`src/rtl/ula_pkg.sv`:
```
// Shared opcode encoding and default operand width for the ULA.
package ula_pkg;

  localparam int unsigned ULA_WIDTH = 8;

  typedef enum logic [2:0] {
    OP_ADD = 3'b000,
    OP_SUB = 3'b001,
    OP_AND = 3'b010,
    OP_OR  = 3'b011,
    OP_XOR = 3'b100,
    OP_NOT = 3'b101,
    OP_EQ  = 3'b110,
    OP_NEQ = 3'b111
  } opcode_e;

endpackage

```
`src/rtl/ula_datapath.sv`:
```
// Combinational ALU core: next result plus carry/zero/overflow flags.
// Flags are computed only when ULA_FLAGS_EN is defined; otherwise they are constant 0.
module ula_datapath
  import ula_pkg::*;
#(
  parameter int unsigned WIDTH = ULA_WIDTH
) (
  input  logic [WIDTH-1:0] a,
  input  logic [WIDTH-1:0] b,
  input  logic [2:0]       opcode,
  output logic [WIDTH-1:0] result,
  output logic             carry,
  output logic             zero,
  output logic             overflow
);

  always_comb begin
    result = '0;
    case (opcode_e'(opcode))
      OP_ADD: result = a + b;
      OP_SUB: result = a - b;
      OP_AND: result = a & b;
      OP_OR:  result = a | b;
      OP_XOR: result = a ^ b;
      OP_NOT: result = ~a;
      OP_EQ:  result = {{(WIDTH-1){1'b0}}, (a == b)};
      OP_NEQ: result = {{(WIDTH-1){1'b0}}, (a != b)};
      default: result = '0;
    endcase
  end

`ifdef ULA_FLAGS_EN
  logic [WIDTH:0] sum_ext;
  logic [WIDTH:0] diff_ext;

  // Bit WIDTH of the widened difference is the unsigned borrow (a < b).
  assign sum_ext  = {1'b0, a} + {1'b0, b};
  assign diff_ext = {1'b0, a} - {1'b0, b};

  always_comb begin
    carry    = 1'b0;
    overflow = 1'b0;
    case (opcode_e'(opcode))
      OP_ADD: begin
        carry    = sum_ext[WIDTH];
        overflow = (a[WIDTH-1] == b[WIDTH-1]) && (result[WIDTH-1] != a[WIDTH-1]);
      end
      OP_SUB: begin
        carry    = diff_ext[WIDTH];
        overflow = (a[WIDTH-1] != b[WIDTH-1]) && (result[WIDTH-1] != a[WIDTH-1]);
      end
      default: begin
        carry    = 1'b0;
        overflow = 1'b0;
      end
    endcase
  end

  assign zero = (result == '0);
`else
  assign carry    = 1'b0;
  assign zero     = 1'b0;
  assign overflow = 1'b0;
`endif

endmodule

```
`src/rtl/ula_8bit.sv`:
```
// Registered ALU top: one-cycle latency result and flags, async active-high reset.
// Optional flag generation is enabled by defining ULA_FLAGS_EN.
module ula_8bit
  import ula_pkg::*;
#(
  parameter int unsigned WIDTH = ULA_WIDTH
) (
  input  logic             clk,
  input  logic             rst,
  input  logic [WIDTH-1:0] a,
  input  logic [WIDTH-1:0] b,
  input  logic [2:0]       opcode,
  output logic [WIDTH-1:0] s,
  output logic             carry,
  output logic             zero,
  output logic             overflow
);

  logic [WIDTH-1:0] s_d, s_q;
  logic             carry_d, carry_q;
  logic             zero_d, zero_q;
  logic             overflow_d, overflow_q;

  ula_datapath #(
    .WIDTH(WIDTH)
  ) u_datapath (
    .a        (a),
    .b        (b),
    .opcode   (opcode),
    .result   (s_d),
    .carry    (carry_d),
    .zero     (zero_d),
    .overflow (overflow_d)
  );

  always_ff @(posedge clk or posedge rst) begin
    if (rst) begin
      s_q        <= '0;
      carry_q    <= 1'b0;
      zero_q     <= 1'b0;
      overflow_q <= 1'b0;
    end else begin
      s_q        <= s_d;
      carry_q    <= carry_d;
      zero_q     <= zero_d;
      overflow_q <= overflow_d;
    end
  end

  assign s        = s_q;
  assign carry    = carry_q;
  assign zero     = zero_q;
  assign overflow = overflow_q;

endmodule

```
`config.mk`:
```
export PLATFORM = sky130hd
export DESIGN_NAME = ula_8bit
export DESIGN_NICKNAME = d
export VERILOG_FILES = /design/src/rtl/ula_pkg.sv /design/src/rtl/ula_datapath.sv /design/src/rtl/ula_8bit.sv
export SDC_FILE = /design/constraint.sdc
export NUM_CORES = 1
export LEC_CHECK = 0
export ABC_CLOCK_PERIOD_IN_PS = 800
export CAP_MARGIN = 20
export CORE_UTILIZATION = 45
export CTS_CLUSTER_DIAMETER = 80
export CTS_CLUSTER_SIZE = 30
export DETAILED_ROUTE_END_ITERATION = 6
export HOLD_SLACK_MARGIN = 0.12
export PLACE_DENSITY = 0.83
export SLEW_MARGIN = 10
export SYNTH_ARGS = -nofsm -noshare
export SYNTH_HDL_FRONTEND = slang
export SYNTH_SLANG_ARGS = --single-unit
```
`constraint.sdc`:
```
create_clock -name clk -period 0.8 [get_ports clk]
set_input_delay 0.24 -clock clk [delete_from_list [all_inputs] [get_ports clk]]
set_output_delay 0.24 -clock clk [all_outputs]
set_load 0.05 [all_outputs]
```
# [Yosys cells after proc, flatten, opt, wreduce, memory -nomap -nowiden]
# Index checks and enable logic that the tools add are counted.
[word_totals] latchBits=0 romBits=0 elab_cells=18 ramBits=0 reg_bits=8 n_memories=0
[classes] bitwise=4 n_lt_le_gt_ge=0 n_eq_ne=9 reduce_logical=1 n_div=0 n_mul=0 muxes=1 addsub=2 n_shift=0
[op_table] cell="$pmux 8 s8" count=1
[op_table] cell="$eq 3x3->1 const B" count=4
[op_table] cell="$add 8x8->8" count=1
[op_table] cell="$and 8x8->8" count=1
[op_table] cell="$eq 8x8->1" count=1
[op_table] cell="$ne 8x8->1" count=1
[op_table] cell="$not 8->8" count=1
[op_table] cell="$or 8x8->8" count=1
[op_table] cell="$sub 8x8->8" count=1
[op_table] cell="$xor 8x8->8" count=1
[op_table] cell="$eq 3x2->1 const B" count=2
[op_table] cell="$eq 3x1->1 const B" count=1
[op_table] cell="$logic_not 3->1" count=1

# [Logic depth before layout (Yosys ltp)]
# Gate-level depths: netlist of the first run.
[depth] word_depth=2 ltp_mapped=9

# [Modules after synthesis]
# A second synthesis of the first run with hierarchy kept.
[hier_totals] cells_unflattened=191 hier_area_um2=1512.7
[by_module_without_submodules] module="ula_datapath" cells_each=179 instances=1 area_each_um2=1233.7 seq_area_each_um2=0.0
[by_module_without_submodules] module="ula_8bit" cells_each=12 instances=1 area_each_um2=279.0 seq_area_each_um2=275.3

# [Worst setup path before layout of the first run]
# No wires, ideal clock.
[synth_path] kind="input to register" startpoint="input a[0]" endpoint="register s_q[6], in the netlist s[6]" path_slack_ns=-1.128 cell_stages=9 path_buffers=0 t_arrival_ns=1.859 t_required_ns=0.731 cell_sequence="inv_1 > ha_1 > inv_1 > fa_1 > nor2b_1 > o311ai_0 > a221o_1 > o2111ai_1 > nand3_1"
[synth_between] elab_chain_cells=2 elab_cells_between_ends=3 cone_classes="2 x add/sub; 1 x mux"
[synth_rtl] item="from (decl)" line="ula_8bit.sv:10" text="input logic [WIDTH-1:0] a,"
[synth_rtl] item="$sub 8x8->8 or $add 8x8->8 (tied branches)" line="ula_datapath.sv:21, ula_datapath.sv:20"
[synth_rtl] item="$pmux 8 s8 *" line="ula_datapath.sv:19" text="case (opcode_e'(opcode))"
[synth_rtl] item="via s_d[6]" line="ula_8bit.sv:19" text="logic [WIDTH-1:0] s_d, s_q;"
[synth_rtl] item="to (signal assigned)" line="ula_8bit.sv:38" text="s_q <= '0;"
[synth_rtl] item="to (signal assigned)" line="ula_8bit.sv:43" text="s_q <= s_d;"
[synth_rtl] item="to (decl)" line="ula_8bit.sv:19"
# Mark *: on every way through the listed nets, which the timed path passes. The rest lies on a longest branch.

# [Worst setup path after layout of the first run]
[layout_path] startpoint="input a[0]" endpoint="register s_q[7], in the netlist s[7]"
# The elaborated chain is that of the path after synthesis.

==> metrics.cfg, run 1 <==
[global_routing]
grt_overflow=0
grt_pass1_wl_um=11400
antenna_found_initial=0
grt_use_total_pct=44.5
grt_max_degree=17
first_global_vias=2184

[min_path]
hp-class=in2async

[floorplanning]
core.rowCount=20
core-area_um2=3130
io_pins=32
dieArea_um2=3620
fp.dieW_um=60.1
start_util_pct=48.6
die_y_um=60.1

[clock_network]
clockBufferDepth=2
cts_hold_buf=0
clk_pin_slew_ns=0.08
clock-root-buffer=clkbuf_4
cts_buffers=3
h-tree-depth=1
cts.sinks=8
cts_tree=built

[synthesis]
synth.avg_cell_area_um2=8.09
synth_edf_count=0
synth_top_area_cell=ha_1
async_reset_ff_share_pct=100
ys_ff_latch=8
post-synth-top-count-cell=inv_1
yosys-top-cells-area=ha_1 (19%), dfrtp_1 (13%), inv_1 (6.4%)
synth_top_area_share_pct=18.9
ys_warn_count=0
synthCells=188
synthTopCellsByCount=inv_1 (26), ha_1 (23), a21oi_1 (13), o221ai_1 (10), nand2_1 (9)
seq_area_frac_synth_pct=13.2
synth-main-ff-cell=dfrtp_1
synth_cell_types=54
syn_area_um2=1520

[timing]
fin_hold_ws_ns=0.298
setup_violations=16
drv_slew=0
fin_crit_ns=1.83
postLayoutSetupSlackWorst_ns=-1.03
period_share_pct=228
rsz0062_at_grt=true
finalHoldViolations=0
fmax_mhz=547

[pwr]
intPower_mw=1.79
power.switching_mw=1.51
p_leak_nw=1.25
clkPwrFrac_pct=11.8
comb_power_share_pct=72.0
p_seq_share_pct=16.2
vdd_drop_max_mv=0.626
powerDensity_nw_per_um2=1160
switching_share_pct=45.8

[place]
dp_hpwl_um=4280
place_worst_setup_slack_ns=-1.63
port_buffers=28
place_congestion=0.917

[worst_setup_path]
required_ns=0.92
critical_path.max_fanout=2
cp.arrival_ns=1.95
worstSetupPathType=in2reg
cp-end-kind=flip-flop
cp-start-kind=input pin

[routing]
drt_iter0_drc=380
wl_um=8370
route.detailed.drc=1
dr.pass1.iters=7
ant_nets=0
routed_via_density=6.88
post_drt_wl_per_cell_um=25.8
vias=2229

[status]
violations=DRC, setup timing
status=complete, but fails checks

[finish]
final_nets=327
fill_cells=124
area_growth_pct=86.3
diodes=0
drive_gt1_share_pct=62.1
largest_register_ffs=8

[job]
cap_violations=0

## cells by family after synthesis
kind of cell	Yosys count	synth area share (%)
flip-flops	8	13.2
adder cells (fa/ha/maj)	25	21.5
buffers and inverters	44	14.3
XOR/XNOR	3	1.73
other	1	0.246
AND/OR/NAND/NOR	43	16.0
AO/OA/AOI/OAI	64	33.1
## power by group through the flow
stage / registers, mW / clock network (mW) / logic (mW)
after floorplan: 0.711 / 0 / 0.824
after global placement: 0.531 / 0 / 1.78
after CTS: 0.529 / 0.364 / 2.09
final: 0.533 / 0.390 / 2.37
after global routing: 0.531 / 0.403 / 2.46
after detailed placement: 0.536 / 0 / 1.84
## what timing repair did
item	in CTS	in global routing
gates cloned	1	0
pin swaps	35	12
buffers inserted	11	4
endpoints found under the setup margin	16	16
resized for setup	104	15
## per-layer routing
metal	up-vias	global-route usage [%]	wire length, um
met2	252	73.8	3900
met4	0	26.6	720
li1	859	-	-
met1	1019	49.7	2730
met3	99	12.6	1030
met5	-	4.76	0
## worst max-delay path, cell delays in order
cell	delay, ns
buf_12	0.11
buf_4	0.14
ha_4	0.18
buf_12	0.13
a211oi_4	0.27
o21ai_2	0.14
o31ai_2	0.34
xor2_1	0.22
o221ai_1	0.17
## per-stage QoR
stage	area, um2	total power [mW]	std cells	util, %	setup TNS (ns)
3_3_place_gp	2470	2.31	305	79.0	-11.26
4_1_cts	2770	2.98	321	88.4	-7.91
2_1_floorplan	1730	1.53	190	-	-5.67
3_5_place_dp	2470	2.38	305	79.0	-11.81
5_1_grt	2840	3.40	324	90.6	-10.16
6_report	2840	3.30	324	90.6	-9.46
## worst max-delay path by stage
stage,startpoint,end,slack [ns]
after floorplan,a[0],s[6],-0.84
after detailed placement,b[2],s[7],-1.63
after CTS,a[0],s[6],-0.82
final,a[0],s[7],-1.03
after global placement,b[4],s[7],-1.57
after global routing,b[2],s[0],-1.09
## final cells by class
cell class / count / area [um2] / area share (%)
multi-input cells: 138 / 1450 / 51.2
repair buffers: 104 / 960 / 33.8
inverters: 26 / 133 / 4.68
well taps: 44 / 55.1 / 1.94
flip-flops and latches: 8 / 209 / 7.37
clock buffers: 4 / 26.3 / 0.927
## layout by cell type (no fill, tap or decap), types with 3 or more instances in the layout
master,instances
nand2b_4,4
nand2_1,9
a21oi_1,7
ha_2,3
buf_2,7
a221o_1,4
o221ai_2,3
o221ai_1,8
buf_12,11
clkbuf_4,3
buf_6,9
conb_1,3
a21oi_2,5
buf_4,66
a211oi_2,3
nand2b_1,3
nor2_1,8
dfrtp_2,7
inv_1,11
ha_4,10
inv_2,10
nand3_1,3
o21ai_0,5
dlygate4sd2_1,7
ha_1,10
Power figures use the tool's default switching activity.
==> run 2: changes to the inputs <==
--- a/config.mk
+++ b/config.mk
@@ -12,7 +12,9 @@
 export CTS_CLUSTER_SIZE = 30
 export DETAILED_ROUTE_END_ITERATION = 6
 export HOLD_SLACK_MARGIN = 0.12
+export MAX_ROUTING_LAYER = met4
 export PLACE_DENSITY = 0.83
+export RECOVER_POWER = 25
 export SLEW_MARGIN = 10
 export SYNTH_ARGS = -nofsm -noshare
 export SYNTH_HDL_FRONTEND = slang
==> run 2 against run 1 <==
  * The run now fails in global routing (5_1_grt)
  * Synthesized cell count did not move
  * Area after synthesis stayed put
==> metrics.cfg, run 2 <==
[synthesis]
yosys-top-cells-area=ha_1 (19%), dfrtp_1 (13%), inv_1 (6.4%)
async_reset_ff_share_pct=100
synth_top_area_cell=ha_1
ys_ff_latch=8
seq_area_frac_synth_pct=13.2
synthTopCellsByCount=inv_1 (26), ha_1 (23), a21oi_1 (13), o221ai_1 (10), nand2_1 (9)
synth_top_area_share_pct=18.9
synth_edf_count=0
synth.avg_cell_area_um2=8.09
ys_warn_count=0
post-synth-top-count-cell=inv_1
synth_cell_types=54
synth-main-ff-cell=dfrtp_1
synthCells=188
syn_area_um2=1520

[clock_network]
h-tree-depth=1
clockBufferDepth=2
cts.sinks=8
cts_hold_buf=0
clock-root-buffer=clkbuf_4
cts_buffers=3

[global_routing]
grt_max_degree=18
antenna_found_initial=0

[timing]
worst_endpoint_kind=sequential cell input
crit_endpoint=s[6]$_DFF_PP0_/D

[place]
port_buffers=28
dp.cells=309
place_congestion=0.942
dp_hpwl_um=4550

[floorplanning]
fp.dieW_um=60.1
die_y_um=60.1
start_util_pct=48.6
io_pins=32
core.rowCount=20

[status]
haltStage=global routing (5_1_grt)
error=[ERROR DPL-0033] detailed placement checks failed during check placement.
status=stopped before the end

[run 2: cells by family after synthesis]
group	share of synthesized area (%)
AOI/OAI and AO/OA	33.1
buffers and inverters	14.3
and+or+nand+nor	16.0
adders and majority gates	21.5
DFF	13.2
xor gates and xnor gates	1.73
other	0.246
[run 2: what timing repair did]
item                       in CTS
pin swaps                      44
buffers inserted               11
setup endpoints to repair      16
cloned                          0
resized for setup             145
[run 2: metrics by stage]
stage / TNS, ns / hold slack [ns] / setup slack (ns) / cell area, um2 / util, %
after floorplan: -5.67 / 0.0552 / -0.838 / 1730 / -
after detailed placement: -11.76 / 0.500 / -1.61 / 2490 / 79.6
after global placement: -11.22 / 0.494 / -1.51 / 2490 / 79.6
after CTS: -7.64 / 0.224 / -0.834 / 2860 / 91.5
==> run 3: changes to the inputs <==
==> config.mk (replaced) <==
export PLATFORM = sky130hd
export DESIGN_NAME = ula_8bit
export DESIGN_NICKNAME = d
export VERILOG_FILES = /design/src/rtl/ula_pkg.sv /design/src/rtl/ula_datapath.sv /design/src/rtl/ula_8bit.sv
export SDC_FILE = /design/constraint.sdc
export NUM_CORES = 1
export LEC_CHECK = 0
export ABC_CLOCK_PERIOD_IN_PS = 1000
export CAP_MARGIN = 20
export CORE_UTILIZATION = 30
export DETAILED_ROUTE_END_ITERATION = 6
export PLACE_DENSITY_LB_ADDON = 0.15
export RECOVER_POWER = 25
export SLEW_MARGIN = 10
export SYNTH_ARGS = -nofsm -noshare
export SYNTH_HDL_FRONTEND = slang
export SYNTH_SLANG_ARGS = --single-unit
==> constraint.sdc (replaced) <==
create_clock -name clk -period 1 [get_ports clk]
set_input_delay 0.3 -clock clk [delete_from_list [all_inputs] [get_ports clk]]
set_output_delay 0.3 -clock clk [all_outputs]
set_load 0.05 [all_outputs]
==> run 3 against run 2 <==
  * The flow now finishes, with violations (setup timing)
==> metrics.cfg, run 3 (synthesized netlist as in run 1, its figures left out) <==
[finish]
largest_register_ffs=8
drive_gt1_share_pct=67.0
area_growth_pct=98.5
final_common_cell=buf_4
final_nets=336
fill_cells=398
diodes=0
layout_common_cells=buf_4 (71), buf_6 (19), inv_2 (13), ha_4 (13), buf_12 (10)
stdcell_area_um2=3020

[place]
dp_hpwl_um=4160
placed_cell_area_um2=2560
place_congestion=0.917
port_buffers=28

[floorplanning]
die_y_um=73.2
core-area_um2=4790
dieArea_um2=5360
fp.dieW_um=73.2
core.rowCount=25
io_pins=32
start_util_pct=31.8

[routing]
post_drt_wl_per_cell_um=15.7
route.detailed.drc=0
dr.pass1.iters=4
drt_iter0_drc=99
routed_via_density=5.09
ant_nets=0
vias=1806
wl_um=5580

[worst_setup_path]
critical_path.max_fanout=3
crit_chain=buf_12 > inv_12 > ha_4 > inv_2 > fa_2 > nor2b_4 > o311ai_4 > a221o_1 > o2111ai_2 > nand3_1
max_stage_delay_ns=0.38
cp.arrival_ns=1.92
cpMaxStageDelayCell=fa_2
worstSetupPathType=in2reg
cp-end-kind=flip-flop
cp-start-kind=input pin
required_ns=1.16

[clock_network]
cts_hold_buf=0
clock-root-buffer=clkbuf_8
cts_tree=built
cts.sinks=8
clockBufferDepth=2
cts_buffers=3
clk_pin_slew_ns=0.04
h-tree-depth=1

[status]
violations=setup timing
status=complete, but fails checks

[pwr]
vdd_drop_max_mv=0.476
powerDensity_nw_per_um2=869
p_leak_nw=1.32

[global_routing]
grt_overflow=0
grt_use_total_pct=21.4
first_global_vias=1898
grt_max_degree=11
antenna_found_initial=0
grt_pass1_wl_um=8780

[timing]
fmax_mhz=567
finalHoldViolations=0
setup_violations=16
postLayoutSetupSlackWorst_ns=-0.764
rsz0062_at_grt=true
drv_slew=0
fin_crit_ns=1.76
period_share_pct=176
fin_hold_ws_ns=0.470

[min_path]
hp-class=in2async

[job]
cap_violations=0

[run 3: cell type report]
cell class	instances	area, um2	area share [%]
multi-input combinational	138	1530	50.5
timing repair buffer	113	1040	34.4
sequential	8	200	6.63
inverter	26	130	4.31
tap	67	83.8	2.78
clock buffer	3	41.3	1.37
[run 3: path summary, 6_finish.rpt]
check                      startpoint  endpoint  depth (start not counted)  slack, ns
min in group clk                 a[0]      s[0]                          4       0.56
worst min-delay path              rst      s[0]                          2       0.47
worst max-delay path             a[0]      s[6]                         10      -0.76
max in group asynchronous         rst      s[5]                          2       0.31
[run 3: worst max-delay path, delay by kind of cell]
family,cells,cell delay (ns)
buf+inv,3,0.20
compound gates,3,0.67
fa+ha+maj,2,0.51
simple gates,2,0.24
[run 3: report_power, final]
| group | switching, mW | internal (mW) |
|---|---|---|
| combinational | 0.886 | 0.949 |
| clock | 0.115 | 0.260 |
| sequential | 0.0404 | 0.373 |
[run 3: metal layers]
| layer | track usage [%] | share of wire, % | vias up |
|---|---|---|---|
| met5 | 0 | 0 | - |
| met4 | 9.15 | 1.6 | 0 |
| met3 | 1.66 | 3.3 | 8 |
| met2 | 39.3 | 53 | 50 |
| met1 | 25.2 | 42 | 875 |
| li1 | - | - | 873 |
[run 3: timing repair]
action                                  4_1_cts  5_1_grt
pin swaps                                    40       34
gates resized for setup                     118       37
buffers inserted                             11        4
endpoints found under the setup margin       16       16
gates cloned                                  1        0
[run 3: through the flow]
stage	total power, mW	TNS [ns]	worst slack [ns]	util, %	instances
2_1_floorplan	1.22	-4.51	-0.698	-	190
3_3_place_gp	1.90	-10.10	-1.38	53.5	337
3_5_place_dp	1.93	-10.53	-1.48	53.5	337
4_1_cts	2.53	-5.35	-0.789	61.1	352
5_1_grt	2.76	-5.89	-0.838	63.1	355
6_report	2.62	-5.30	-0.764	63.1	355
==> run 4: changes to the inputs <==
--- a/config.mk
+++ b/config.mk
@@ -9,7 +9,7 @@
 export CAP_MARGIN = 20
 export CORE_UTILIZATION = 30
 export DETAILED_ROUTE_END_ITERATION = 6
-export PLACE_DENSITY_LB_ADDON = 0.15
+export PLACE_DENSITY = 0.53
 export RECOVER_POWER = 25
 export SLEW_MARGIN = 10
 export SYNTH_ARGS = -nofsm -noshare
==> run 4 against run 3 <==
  * The run still ends with setup timing left
  * Flip-flop and latch count is the same
  * Combinational power shrank 6%
  * Die area is the same
  * Utilization shrank 2.3 points
  * Critical path depth is the same
  * Non-clock buffer count shrank 8
  * Clock power is essentially flat
  * Via count shrank 1.9%
  * Worst setup slack gained 0.12 ns
  * Global-route usage shrank 0.73 points
  * Largest cell class unchanged
==> metrics.cfg, run 4 (synthesized netlist as in run 1, its figures left out) <==
[clock_network]
cts_hold_buf=0
cts.sinks=8
cts_tree=built
clk_pin_slew_ns=0.04
clockBufferDepth=2
cts_buffers=3
clock-root-buffer=clkbuf_8
h-tree-depth=1

[global_routing]
grt_max_degree=10
antenna_found_initial=0
first_global_vias=1781
grt_overflow=0
grt_use_total_pct=20.6
grt_pass1_wl_um=8450

[floorplanning]
die_y_um=73.2
core-area_um2=4790
start_util_pct=31.8
dieArea_um2=5360
fp.dieW_um=73.2
core.rowCount=25
io_pins=32

[timing]
drv_slew=0
setup_violations=16
finalHoldViolations=0
rsz0062_at_grt=true
fin_hold_ws_ns=0.453
period_share_pct=164
fmax_mhz=608
postLayoutSetupSlackWorst_ns=-0.645
fin_crit_ns=1.64
setup_tns_ns=-4.67

[status]
violations=setup timing
status=complete, but fails checks

[finish]
drive_gt1_share_pct=61.8
fin_cells=347
final_util_pct=60.8
area_growth_pct=91.2
final_nets=328
final_common_cell=buf_4
largest_register_ffs=8
layout_common_cells=buf_4 (68), buf_6 (13), ha_4 (12)
diodes=0

[routing]
ant_nets=0
routed_via_density=5.11
vias=1772
drt_iter0_drc=102
dr.pass1.iters=4
post_drt_wl_per_cell_um=15.1
wl_um=5240
route.detailed.drc=0

[pwr]
p_total_mw=2.51
vdd_drop_max_mv=0.378
p_leak_nw=1.27
powerDensity_nw_per_um2=864

[place]
dp.cells=330
dp_hpwl_um=4080
port_buffers=28
place_congestion=0.928

[worst_setup_path]
critPathCapture=s[6]
cp-end-kind=flip-flop
critical_path.max_fanout=3
crit_path_start=a[0]
worstSetupPathType=in2reg
cp.arrival_ns=1.80
required_ns=1.16
cp-start-kind=input pin

[min_path]
hp-class=in2async

[job]
cap_violations=0

==> run 4: worst max-delay path, cell delays in order <==
cell,delay [ns]
buf_12,0.12
inv_12,0.04
ha_4,0.12
inv_2,0.03
fa_2,0.35
nor2b_4,0.15
o311ai_4,0.26
a221o_1,0.22
o2111ai_1,0.12
nand3_1,0.09
==> run 4: layout make-up <==
type	instances	area [um2]
repair buffers	105	982
fillers	413	1880
inverters	26	138
well taps	67	83.8
flip-flops and latches	8	200
clock buffers	3	41.3
multi-input cells	138	1460
==> run 4: power breakdown <==
group / leakage [nW] / internal (mW) / switching, mW
logic: 1.16 / 0.886 / 0.846
registers: 0.0955 / 0.373 / 0.0376
clock network: 0.0216 / 0.259 / 0.113
==> run 4: what timing repair did <==
action	CTS	global route
resized for setup	124	26
setup endpoints to repair	16	16
pin swaps	37	22
setup buffers	14	1
==> run 4: how the worst min path moves through the flow <==
stage	endpoint	cells past startpoint
5_1_grt	s[5]	2
3_5_place_dp	s[7]	2
2_1_floorplan	s[0]	1
3_3_place_gp	s[5]	2
6_report	s[7]	2
4_1_cts	s[7]	2
==> run 4: routing by layer <==
| metal | vias to the layer above | part of all wire [%] | routed length, um | GRT usage [%] |
|---|---|---|---|---|
| met4 | 0 | 0.59 | 31 | 5.45 |
| met3 | 4 | 3.7 | 195 | 1.66 |
| met2 | 53 | 51 | 2660 | 36.3 |
| li1 | 856 | - | - | - |
| met1 | 859 | 45 | 2350 | 27.0 |
| met5 | - | 0 | 0 | 0 |
==> run 4: per-stage QoR <==
stage / cell area [um2] / setup WS, ns
6_report: 2910 / -0.645
4_1_cts: 2840 / -0.747
3_3_place_gp: 2510 / -1.37
3_5_place_dp: 2510 / -1.47
2_1_floorplan: 1720 / -0.698
5_1_grt: 2910 / -0.744
